[src/rtl/song_pkg.sv]
// Shared widths, FSM encoding and note-entry payload for the song sequencer.
// Also holds the helper that turns a length/full_note pair into 1/16-note units.
package song_pkg;

  localparam int unsigned OCTAVE_BITS     = 3;
  localparam int unsigned NOTE_BITS       = 4;
  localparam int unsigned LENGTH_BITS     = 4;
  localparam int unsigned FULL_NOTE_BITS  = 3;
  localparam int unsigned SONG_BITS       = 2;
  localparam int unsigned SONG_CNT_BITS   = 4;
  localparam int unsigned MAX_FULL_NOTE   = 4;
  localparam int unsigned UNITS_PER_WHOLE = 16;
  localparam int unsigned UNITS_W         = 9;

  typedef enum logic [2:0] {
    ST_IDLE,
    ST_FETCH,
    ST_PLAY,
    ST_GAP,
    ST_ADV
  } state_t;

  typedef struct packed {
    logic [OCTAVE_BITS-1:0]    octave;
    logic [NOTE_BITS-1:0]      note;
    logic [LENGTH_BITS-1:0]    length;
    logic [FULL_NOTE_BITS-1:0] full_note;
  } note_t;

  localparam int unsigned NOTE_ENTRY_W = $bits(note_t);

  function automatic note_t make_note(input logic [OCTAVE_BITS-1:0]    o,
                                      input logic [NOTE_BITS-1:0]      n,
                                      input logic [LENGTH_BITS-1:0]    l,
                                      input logic [FULL_NOTE_BITS-1:0] f);
    note_t e;
    e.octave    = o;
    e.note      = n;
    e.length    = l;
    e.full_note = f;
    return e;
  endfunction

  // full_note above MAX_FULL_NOTE saturates to a 1/16 note.
  function automatic logic [UNITS_W-1:0] note_units(input logic [LENGTH_BITS-1:0]    len,
                                                   input logic [FULL_NOTE_BITS-1:0] fn);
    logic [FULL_NOTE_BITS-1:0] f;
    f = (fn > FULL_NOTE_BITS'(MAX_FULL_NOTE)) ? FULL_NOTE_BITS'(MAX_FULL_NOTE) : fn;
    return (UNITS_W'(len) + UNITS_W'(1)) * (UNITS_W'(UNITS_PER_WHOLE) >> f);
  endfunction

endpackage

[src/rtl/song_rom.sv]
// Combinational song table: {song, note index} -> track length and note entry.
module song_rom
  import song_pkg::*;
#(
  parameter int unsigned SONG_W = SONG_BITS,
  parameter int unsigned CNT_W  = SONG_CNT_BITS
) (
  input  logic [SONG_W-1:0]       i_song,
  input  logic [CNT_W-1:0]        i_cnt,
  output logic [CNT_W-1:0]        o_track_c,
  output logic [NOTE_ENTRY_W-1:0] o_entry_c
);

  note_t w_entry;

  always_comb begin
    w_entry   = '0;
    o_track_c = '0;
    case (i_song)
      SONG_W'(1): begin
        o_track_c = CNT_W'(3);
        case (i_cnt)
          CNT_W'(0): w_entry = make_note(3'd4, 4'd0, 4'd0, 3'd4);
          CNT_W'(1): w_entry = make_note(3'd4, 4'd2, 4'd0, 3'd4);
          CNT_W'(2): w_entry = make_note(3'd4, 4'd4, 4'd0, 3'd4);
          default:   w_entry = '0;
        endcase
      end
      SONG_W'(2): begin
        o_track_c = CNT_W'(2);
        case (i_cnt)
          CNT_W'(0): w_entry = make_note(3'd5, 4'd7, 4'd1, 3'd7);
          CNT_W'(1): w_entry = make_note(3'd3, 4'd9, 4'd1, 3'd4);
          default:   w_entry = '0;
        endcase
      end
      SONG_W'(3): begin
        o_track_c = CNT_W'(2);
        case (i_cnt)
          CNT_W'(0): w_entry = make_note(3'd2, 4'd11, 4'd0, 3'd3);
          CNT_W'(1): w_entry = make_note(3'd6, 4'd1, 4'd1, 3'd2);
          default:   w_entry = '0;
        endcase
      end
      default: begin
        o_track_c = '0;
        w_entry   = '0;
      end
    endcase
  end

  assign o_entry_c = w_entry;

endmodule

[src/rtl/song_sequencer.sv]
// Plays one song from song_rom as a timed note stream with play/pause/stop,
// optional looping and a silent articulation gap at the end of every note.
module song_sequencer
  import song_pkg::*;
#(
  parameter int unsigned TICK_DIV   = 50000,
  parameter int unsigned UNIT_TICKS = 25,
  parameter int unsigned GAP_TICKS  = 3,
  parameter int unsigned SONG_W     = SONG_BITS,
  parameter int unsigned CNT_W      = SONG_CNT_BITS
) (
  input  logic                   i_clk,
  input  logic                   i_rst,
  input  logic [SONG_W-1:0]      i_song_sel,
  input  logic                   i_start,
  input  logic                   i_pause,
  input  logic                   i_stop,
  input  logic                   i_loop_en,
  output logic [OCTAVE_BITS-1:0] o_octave,
  output logic [NOTE_BITS-1:0]   o_note,
  output logic                   o_sounding,
  output logic [CNT_W-1:0]       o_note_idx,
  output logic                   o_busy,
  output logic                   o_done
);

  localparam int unsigned PRE_W = $clog2(TICK_DIV);
  localparam int unsigned DUR_W = $clog2(UNITS_PER_WHOLE * UNITS_PER_WHOLE * UNIT_TICKS + 1);
  // Legato notes skip the gap and advance straight from PLAY.
  localparam state_t PLAY_END = (GAP_TICKS == 0) ? ST_ADV : ST_GAP;

  state_t                   r_state, w_state_nxt;
  logic [PRE_W-1:0]         r_presc, w_presc_nxt;
  logic [DUR_W-1:0]         r_dur, w_dur_nxt;
  logic [SONG_W-1:0]        r_song, w_song_nxt;
  logic [CNT_W-1:0]         r_idx, w_idx_nxt;
  logic [OCTAVE_BITS-1:0]   r_octave, w_octave_nxt;
  logic [NOTE_BITS-1:0]     r_note, w_note_nxt;
  logic                     r_sounding, w_sounding_nxt;
  logic                     r_busy, w_busy_nxt;
  logic                     r_done, w_done_nxt;

  logic [SONG_W-1:0]        w_rom_song;
  logic [CNT_W-1:0]         w_track;
  note_t                    w_entry;
  logic [DUR_W-1:0]         w_note_ticks;
  logic [DUR_W-1:0]         w_dur_dec;
  logic                     w_in_timed;
  logic                     w_run;
  logic                     w_tick;

  // A start looks up the new song so an empty track is caught before FETCH.
  assign w_rom_song = i_start ? i_song_sel : r_song;

  song_rom #(
    .SONG_W (SONG_W),
    .CNT_W  (CNT_W)
  ) u_song_rom (
    .i_song    (w_rom_song),
    .i_cnt     (r_idx),
    .o_track_c (w_track),
    .o_entry_c (w_entry)
  );

  assign w_note_ticks = DUR_W'(note_units(w_entry.length, w_entry.full_note)) * DUR_W'(UNIT_TICKS);
  assign w_dur_dec    = r_dur - DUR_W'(1);
  assign w_in_timed   = (r_state == ST_PLAY) || (r_state == ST_GAP);
  assign w_run        = w_in_timed && !i_pause;
  assign w_tick       = w_run && (r_presc == PRE_W'(TICK_DIV - 1));

  always_ff @(posedge i_clk) begin
    if (i_rst) begin
      r_state    <= ST_IDLE;
      r_presc    <= '0;
      r_dur      <= '0;
      r_song     <= '0;
      r_idx      <= '0;
      r_octave   <= '0;
      r_note     <= '0;
      r_sounding <= 1'b0;
      r_busy     <= 1'b0;
      r_done     <= 1'b0;
    end else begin
      r_state    <= w_state_nxt;
      r_presc    <= w_presc_nxt;
      r_dur      <= w_dur_nxt;
      r_song     <= w_song_nxt;
      r_idx      <= w_idx_nxt;
      r_octave   <= w_octave_nxt;
      r_note     <= w_note_nxt;
      r_sounding <= w_sounding_nxt;
      r_busy     <= w_busy_nxt;
      r_done     <= w_done_nxt;
    end
  end

  always_comb begin
    w_state_nxt  = r_state;
    w_presc_nxt  = r_presc;
    w_dur_nxt    = r_dur;
    w_song_nxt   = r_song;
    w_idx_nxt    = r_idx;
    w_octave_nxt = r_octave;
    w_note_nxt   = r_note;
    w_done_nxt   = 1'b0;

    if (i_stop) begin
      w_state_nxt = ST_IDLE;
    end else if (i_start) begin
      w_song_nxt  = i_song_sel;
      w_idx_nxt   = '0;
      w_presc_nxt = '0;
      if (w_track == '0) begin
        w_done_nxt  = 1'b1;
        w_state_nxt = ST_IDLE;
      end else begin
        w_state_nxt = ST_FETCH;
      end
    end else begin
      case (r_state)
        ST_FETCH: begin
          w_octave_nxt = w_entry.octave;
          w_note_nxt   = w_entry.note;
          w_dur_nxt    = w_note_ticks;
          w_presc_nxt  = '0;
          w_state_nxt  = ST_PLAY;
        end
        ST_PLAY, ST_GAP: begin
          if (w_run) begin
            w_presc_nxt = w_tick ? '0 : r_presc + PRE_W'(1);
            if (w_tick) begin
              w_dur_nxt = w_dur_dec;
              if (r_state == ST_PLAY && w_dur_dec == DUR_W'(GAP_TICKS)) begin
                w_state_nxt = PLAY_END;
              end else if (r_state == ST_GAP && w_dur_dec == '0) begin
                w_state_nxt = ST_ADV;
              end
            end
          end
        end
        ST_ADV: begin
          if (r_idx == w_track - CNT_W'(1)) begin
            if (i_loop_en) begin
              w_idx_nxt   = '0;
              w_state_nxt = ST_FETCH;
            end else begin
              w_done_nxt  = 1'b1;
              w_state_nxt = ST_IDLE;
            end
          end else begin
            w_idx_nxt   = r_idx + CNT_W'(1);
            w_state_nxt = ST_FETCH;
          end
        end
        default: w_state_nxt = r_state;
      endcase
    end

    // A pause observed in PLAY silences the tone from the next cycle on.
    w_sounding_nxt = (w_state_nxt == ST_PLAY) && !(w_in_timed && i_pause);
    w_busy_nxt     = (w_state_nxt != ST_IDLE);
  end

  assign o_octave   = r_octave;
  assign o_note     = r_note;
  assign o_sounding = r_sounding;
  assign o_note_idx = r_idx;
  assign o_busy     = r_busy;
  assign o_done     = r_done;

endmodule
[config.mk]
export PLATFORM = sky130hd
export DESIGN_NAME = song_sequencer
export DESIGN_NICKNAME = d
export VERILOG_FILES = /design/src/rtl/song_pkg.sv /design/src/rtl/song_rom.sv /design/src/rtl/song_sequencer.sv
export SDC_FILE = /design/constraint.sdc
export NUM_CORES = 1
export LEC_CHECK = 0
export CAP_MARGIN = 10
export CORE_AREA = 2 2 104 106
export DETAILED_ROUTE_END_ITERATION = 10
export DIE_AREA = 0 0 106 108
export HOLD_SLACK_MARGIN = 0.08
export SYNTH_ARGS = -nofsm -noshare
export SYNTH_HDL_FRONTEND = slang
export SYNTH_SLANG_ARGS = --single-unit
[constraint.sdc]
create_clock -name i_clk -period 8.66 [get_ports i_clk]
set_clock_uncertainty 0.15 [all_clocks]
set_input_delay 1.732 -clock i_clk [delete_from_list [all_inputs] [get_ports i_clk]]
set_output_delay 1.732 -clock i_clk [all_outputs]
set_load 0.01 [all_outputs]
; ---- Yosys cells after proc, flatten, opt, wreduce, memory -nomap -nowiden
; Index checks and enable logic that the tools add are counted.
[op_classes]
muxes = 33
n_bitwise = 2
addsub = 5
mul = 2
shift = 1
n_reduce_logical = 23
order_cmp = 1
eq_ne = 17
[op_table]
columns = operator, n
row1 = $pmux W14 S3, 2
row2 = $pmux W14 S2, 2
row3 = $mux W16, 3
row4 = $pmux W16 S2, 1
row5 = $mux W13, 2
row6 = $pmux W13 S2, 1
row7 = $mux W3, 8
row8 = $add A16 B1 Y16 const B, 1
row9 = $eq A16 B16 Y1 const B, 1
row10 = $mux W4, 4
row11 = $eq A13 B2 Y1 const B, 1
row12 = $logic_not A13 Y1, 1
row13 = $mul A9 B5 Y13 const B, 1
row14 = $sub A13 B1 Y13 const B, 1
row15 = $eq A3 B2 Y1 const B, 3
row16 = $mul A5 B9 Y9, 1
row17 = $pmux W3 S3, 1
row18 = $reduce_and A3 Y1, 3
row19 = $shr A5 B3 Y9 const A, 1
row20 = $logic_not A4 Y1, 2
row21 = $mux W1, 7
row22 = $logic_and A1 B1 Y1, 6
row23 = $ne A3 B3 Y1 const B, 2
row24 = $reduce_bool A3 Y1, 2
row25 = other kinds (20), 27
[totals]
output_inout_bits = 14
register_bits = 48
word_cells = 94
inputBits = 8

; ---- Longest topological paths before layout
[depth]
ltp_word = 12
mapped_depth = 21
ltp_nobuf = 20

; ---- Hierarchy
; A second synthesis with hierarchy kept.
[unflattened]
hier_cells = 531
area_unflattened_um2 = 4296.6
[by_module_without_submodules]
columns = module, cells_each, seq_area_each_um2, instances, area_each_um2
row1 = song_sequencer, 494, 960.9, 1, 4051.4
row2 = song_rom, 37, 0.0, 1, 245.2

; ---- Worst setup path after synthesis
; No wires, ideal clock.
[synth_path]
path_kind = in2reg
from = input port i_start
to = register r_dur[10]
slack_ps = 2484
stages = 20
setup_time_ps = 132
t_arrival_ps = 5894
path_buffers = 1
t_required_ps = 8378
cell_sequence = clkbuf_1 > mux2_2 > nand2_1 > nor3_1 > ha_1 > ha_1 > ha_1 > ha_1 > inv_1 > fa_1 > inv_1 > ha_1 > nor2b_1 > o21ai_0 > nand2b_1 > a21o_1 > a21o_1 > xor2_1 > a221oi_1 > nor3_1
[synth_between]
elab_chain_len = 9
word_cells_on_any_way = 14
cone_classes = add/sub (1) / mul (2) / order compare (1) / eq/ne (3) / shift (1) / mux (4) / bitwise (1) / reduce/logical (1)
[synth_rtl]
columns = element, line_no
row1 = "start, declared", song_sequencer.sv:15  ; input logic i_start,
row2 = $mux W2, -
row3 = $eq A2 B2 Y1 or $eq A2 B1 Y1 (tied branches), song_rom.sv:19  ; case (i_song)
row4 = $pmux W14 S3, song_rom.sv:19
row5 = $gt A3 B3 Y1, song_pkg.sv:48  ; f = (fn > FULL_NOTE_BITS'(MAX_FULL_NOTE)) ? FULL_NOTE_BITS'(MAX_FULL_NOTE) : fn;
row6 = $mux W3, song_pkg.sv:48
row7 = $shr A5 B3 Y9, song_pkg.sv:49  ; return (UNITS_W'(len) + UNITS_W'(1)) * (UNITS_W'(UNITS_PER_WHOLE) >> f);
row8 = $mul A5 B9 Y9, song_pkg.sv:49
row9 = $mul A9 B5 Y13, song_sequencer.sv:65  ; assign w_note_ticks = DUR_W'(note_units(w_entry.length, w_entry.full_note)) * DUR_W'(UNIT_TICKS);
row10 = $pmux W13 S2, song_sequencer.sv:120  ; case (r_state)
row11 = "end signal, assigned", song_sequencer.sv:86  ; r_dur <= w_dur_nxt;
row12 = "end, declared", song_sequencer.sv:34  ; logic [DUR_W-1:0] r_dur, w_dur_nxt;
; Parallel ways exist; a longest one is shown, timed or not.
; A chain may end at the register's enable or synchronous reset.

; ---- Worst setup path after layout
; Ends and elaborated chain as after synthesis.

==> results.cfg <==
[status]
status = complete, no violations

[route]
drt_iter0_drc = 192
firstDrtPassIters = 4
wl_mm = 8.00
wl_per_cell_um = 13.5
drc = 0
vias = 3162
detail-route-antenna-nets = 0
via_per_inst = 5.34

[grt]
grtUsageMet3_pct = 2.59
grt_max_degree = 37
grtUsageMet2_pct = 24.3
grt_pass1_vias = 3020
grtUsageTotal_pct = 14.5
antenna_found_initial = 0
gr-usage-met1_pct = 19.1
top_usage_layer = met2
grt_pass1_wl_mm = 13.8
grt_overflow = 0

[logic_synthesis]
synth_edf_count = 0
synthTopCellsByArea = dfxtp_1 27%, ha_1 14%, nor2_1 6.2%
synth_most_common_cell = nor2_1
synthSimpleGateAreaFrac_pct = 25.4
dominantRegCellSynth = dfxtp_1
yosysUniqueCellTypes = 62
yosysWarnings = 0
seq_area_frac_synth_pct = 27.3
synth_top_family_by_area = simple AND/OR/NAND/NOR gates
synthAdderAreaFrac_pct = 15.4
synth_top_cell_by_area = dfxtp_1
netlist_area_um2 = 3520
synth_top_area_share_pct = 27.3
syn_inst = 444
synth_compound_area_share_pct = 20.5
yosys-top-cells-count = 58 x nor2_1, 48 x dfxtp_1, 40 x ha_1
synthMuxAreaShare_pct = 1.53
synthArstFlopShare_pct = 0
syn_avg_cell_area_um2 = 7.93
synth-seq-cells = 48
synthXorXnorAreaFrac_pct = 5.23

[run]
maxCapViolCount = 0

[power_and_ir_drop]
seqPwrFrac_pct = 42.0
power-per-cell-area_nw_per_um2 = 136
ir_drop_mv = 0.0675
switching_share_pct = 30.3
power_frac_clock_pct = 33.1
power.switching_mw = 0.163
comb_power_share_pct = 24.9
internal_power_mw = 0.376
power_leakage_nw = 1.55

[sta]
slew_violations = 0
hold_viol = 0
fin_crit_ns = 6.71
rsz0062_at_grt = no
maxSlewHeadroom_pct = 35.7
final.period_utilization_pct = 77.5
setup_tns_ns = 0
max_freq_mhz = 149
worst_slew_pin_slew_ns = 0.963
finalSetupViolCount = 0

[floorplan]
core-area_um2 = 10200
row_count = 37
start_util_pct = 34.4
die_h_um = 108
ioPinCount = 22
fp.dieW_um = 106
dieArea_um2 = 11400

[worst_setup_path]
cp.arrival_ns = 6.75
reg2regPathDepth = 20
worstReg2RegEnd = r_dur[10]
crit_fanout = 18
r2r_setup_slack_ns = 3.95
path_class = input port to flip-flop
crit_path_end_kind = flip-flop
r2r-start = o_note_idx[0]
cp-start-kind = input port
cp.required_ns = 8.70

[clock_network]
cts_hold_buf = 0
clk_latency_ns = 0.31
clock_path_buffers = 2
postCtsSetupBuffers = 0
numCtsBuffers = 5
post_cts_resized = 0
cts_tree = yes
cts_root_buf = clkbuf_8
cts_num_sinks = 48
htree_num_levels = 2
path_clk_slew_ns = 0.10

[hold_path]
worstHoldStart = o_octave[2]
hold_path_depth = 2
holdPathEnd = o_octave[2]
hp-class = flip-flop to flip-flop

[layout]
final_util_pct = 38.8
drive_gt1_share_pct = 4.82
fillers = 1054
syn_to_final_growth_pct = 12.7
insertedDiodeCount = 0
nets = 505

[placement]
port_buffers = 21
dp_hpwl_mm = 5.83
gp_congestion = 0.879
==> state kept, by name (all words and copies together) (netlist names) <==
signal and flops:
o_busy 1, r_dur 13, o_sounding 1, o_note_idx 4, r_state 3, r_song 2
o_octave 3, o_note 4, o_done 1, r_presc 16
==> critical path, cell delays in order <==
cell and delay [ns]:
clkdlybuf4s50_1 0.92, mux2_2 0.46, nand2_1 0.19, nor3_1 0.08, ha_1 0.28, ha_1 0.34, ha_1 0.30, ha_1 0.28
inv_1 0.05, fa_1 0.49, inv_1 0.04, ha_1 0.31, nor2b_1 0.15, o21ai_0 0.14, nand2b_1 0.10, a21o_1 0.18
a21o_1 0.19, xor2_1 0.14, a221oi_1 0.30, nor3_1 0.08
==> worst max-delay path by stage <==
stage / depth (start not counted) / to / startpoint / slack (ns)
final: 20 / r_dur[10] / i_start / 1.95
after global routing: 20 / r_dur[10] / i_start / 1.63
after CTS: 20 / r_dur[10] / i_start / 1.96
after detailed placement: 20 / r_dur[10] / i_start / 1.61
after global placement: 20 / r_dur[10] / i_start / 1.73
after floorplan: 20 / r_dur[10] / i_start / 2.48
==> per-stage QoR <==
step	instances	hold slack (ns)	worst slack (ns)	total power, mW	instance area (um2)
6_report	592	0.313	1.95	0.540	3970
5_1_grt	592	0.343	1.63	0.573	3970
4_1_cts	592	0.319	1.96	0.545	3970
3_5_place_dp	584	0.296	1.61	0.363	3840
3_3_place_gp	584	0.296	1.73	0.363	3840
2_1_floorplan	447	0.317	2.48	0.333	3530
==> power by group through the flow <==
stage / clock network [mW] / registers [mW] / logic [mW]
floorplan: 0 / 0.231 / 0.102
global placement: 0 / 0.232 / 0.131
detailed placement: 0 / 0.232 / 0.131
CTS: 0.185 / 0.227 / 0.133
global route: 0.191 / 0.228 / 0.154
finish: 0.178 / 0.227 / 0.134
==> routing by layer <==
metal,vias up,routed length [um]
li1,1622,-
met1,1472,3900
met2,57,3710
met3,11,282
met4,0,107
met5,-,0
==> logic make-up after synthesis <==
logic type | Yosys count
AOI/OAI and AO/OA | 107
xor gates and xnor gates | 21
adders and majority gates | 42
buffers and inverters | 42
DFF | 48
muxes | 5
other | 1
and+or+nand+nor | 178
==> area by class of cell <==
cell class	instances	area, um2	area share [%]
Multi-Input combinational cell	357	2410	60.8
Sequential cell	48	961	24.2
Timing Repair Buffer	24	233	5.87
Tap cell	136	170	4.29
Clock buffer	6	82.6	2.08
Inverter	19	71.3	1.80
Clock inverter	2	38.8	0.978
==> cell usage in the layout (no fill, tap or decap), types with 6 or more instances in the layout <==
cell             instances
nand2_1                 39
a21o_1                   6
nor3_1                  18
nand4_1                  6
ha_1                    40
clkbuf_8                 6
a211oi_1                 6
inv_1                   19
xor2_1                  15
nand3_1                 13
nor2_1                  58
o21ai_0                 20
nor4_1                   6
dfxtp_1                 48
xnor2_1                  6
clkdlybuf4s50_1         21
a21oi_1                 34
Power figures use the tool's default switching activity.
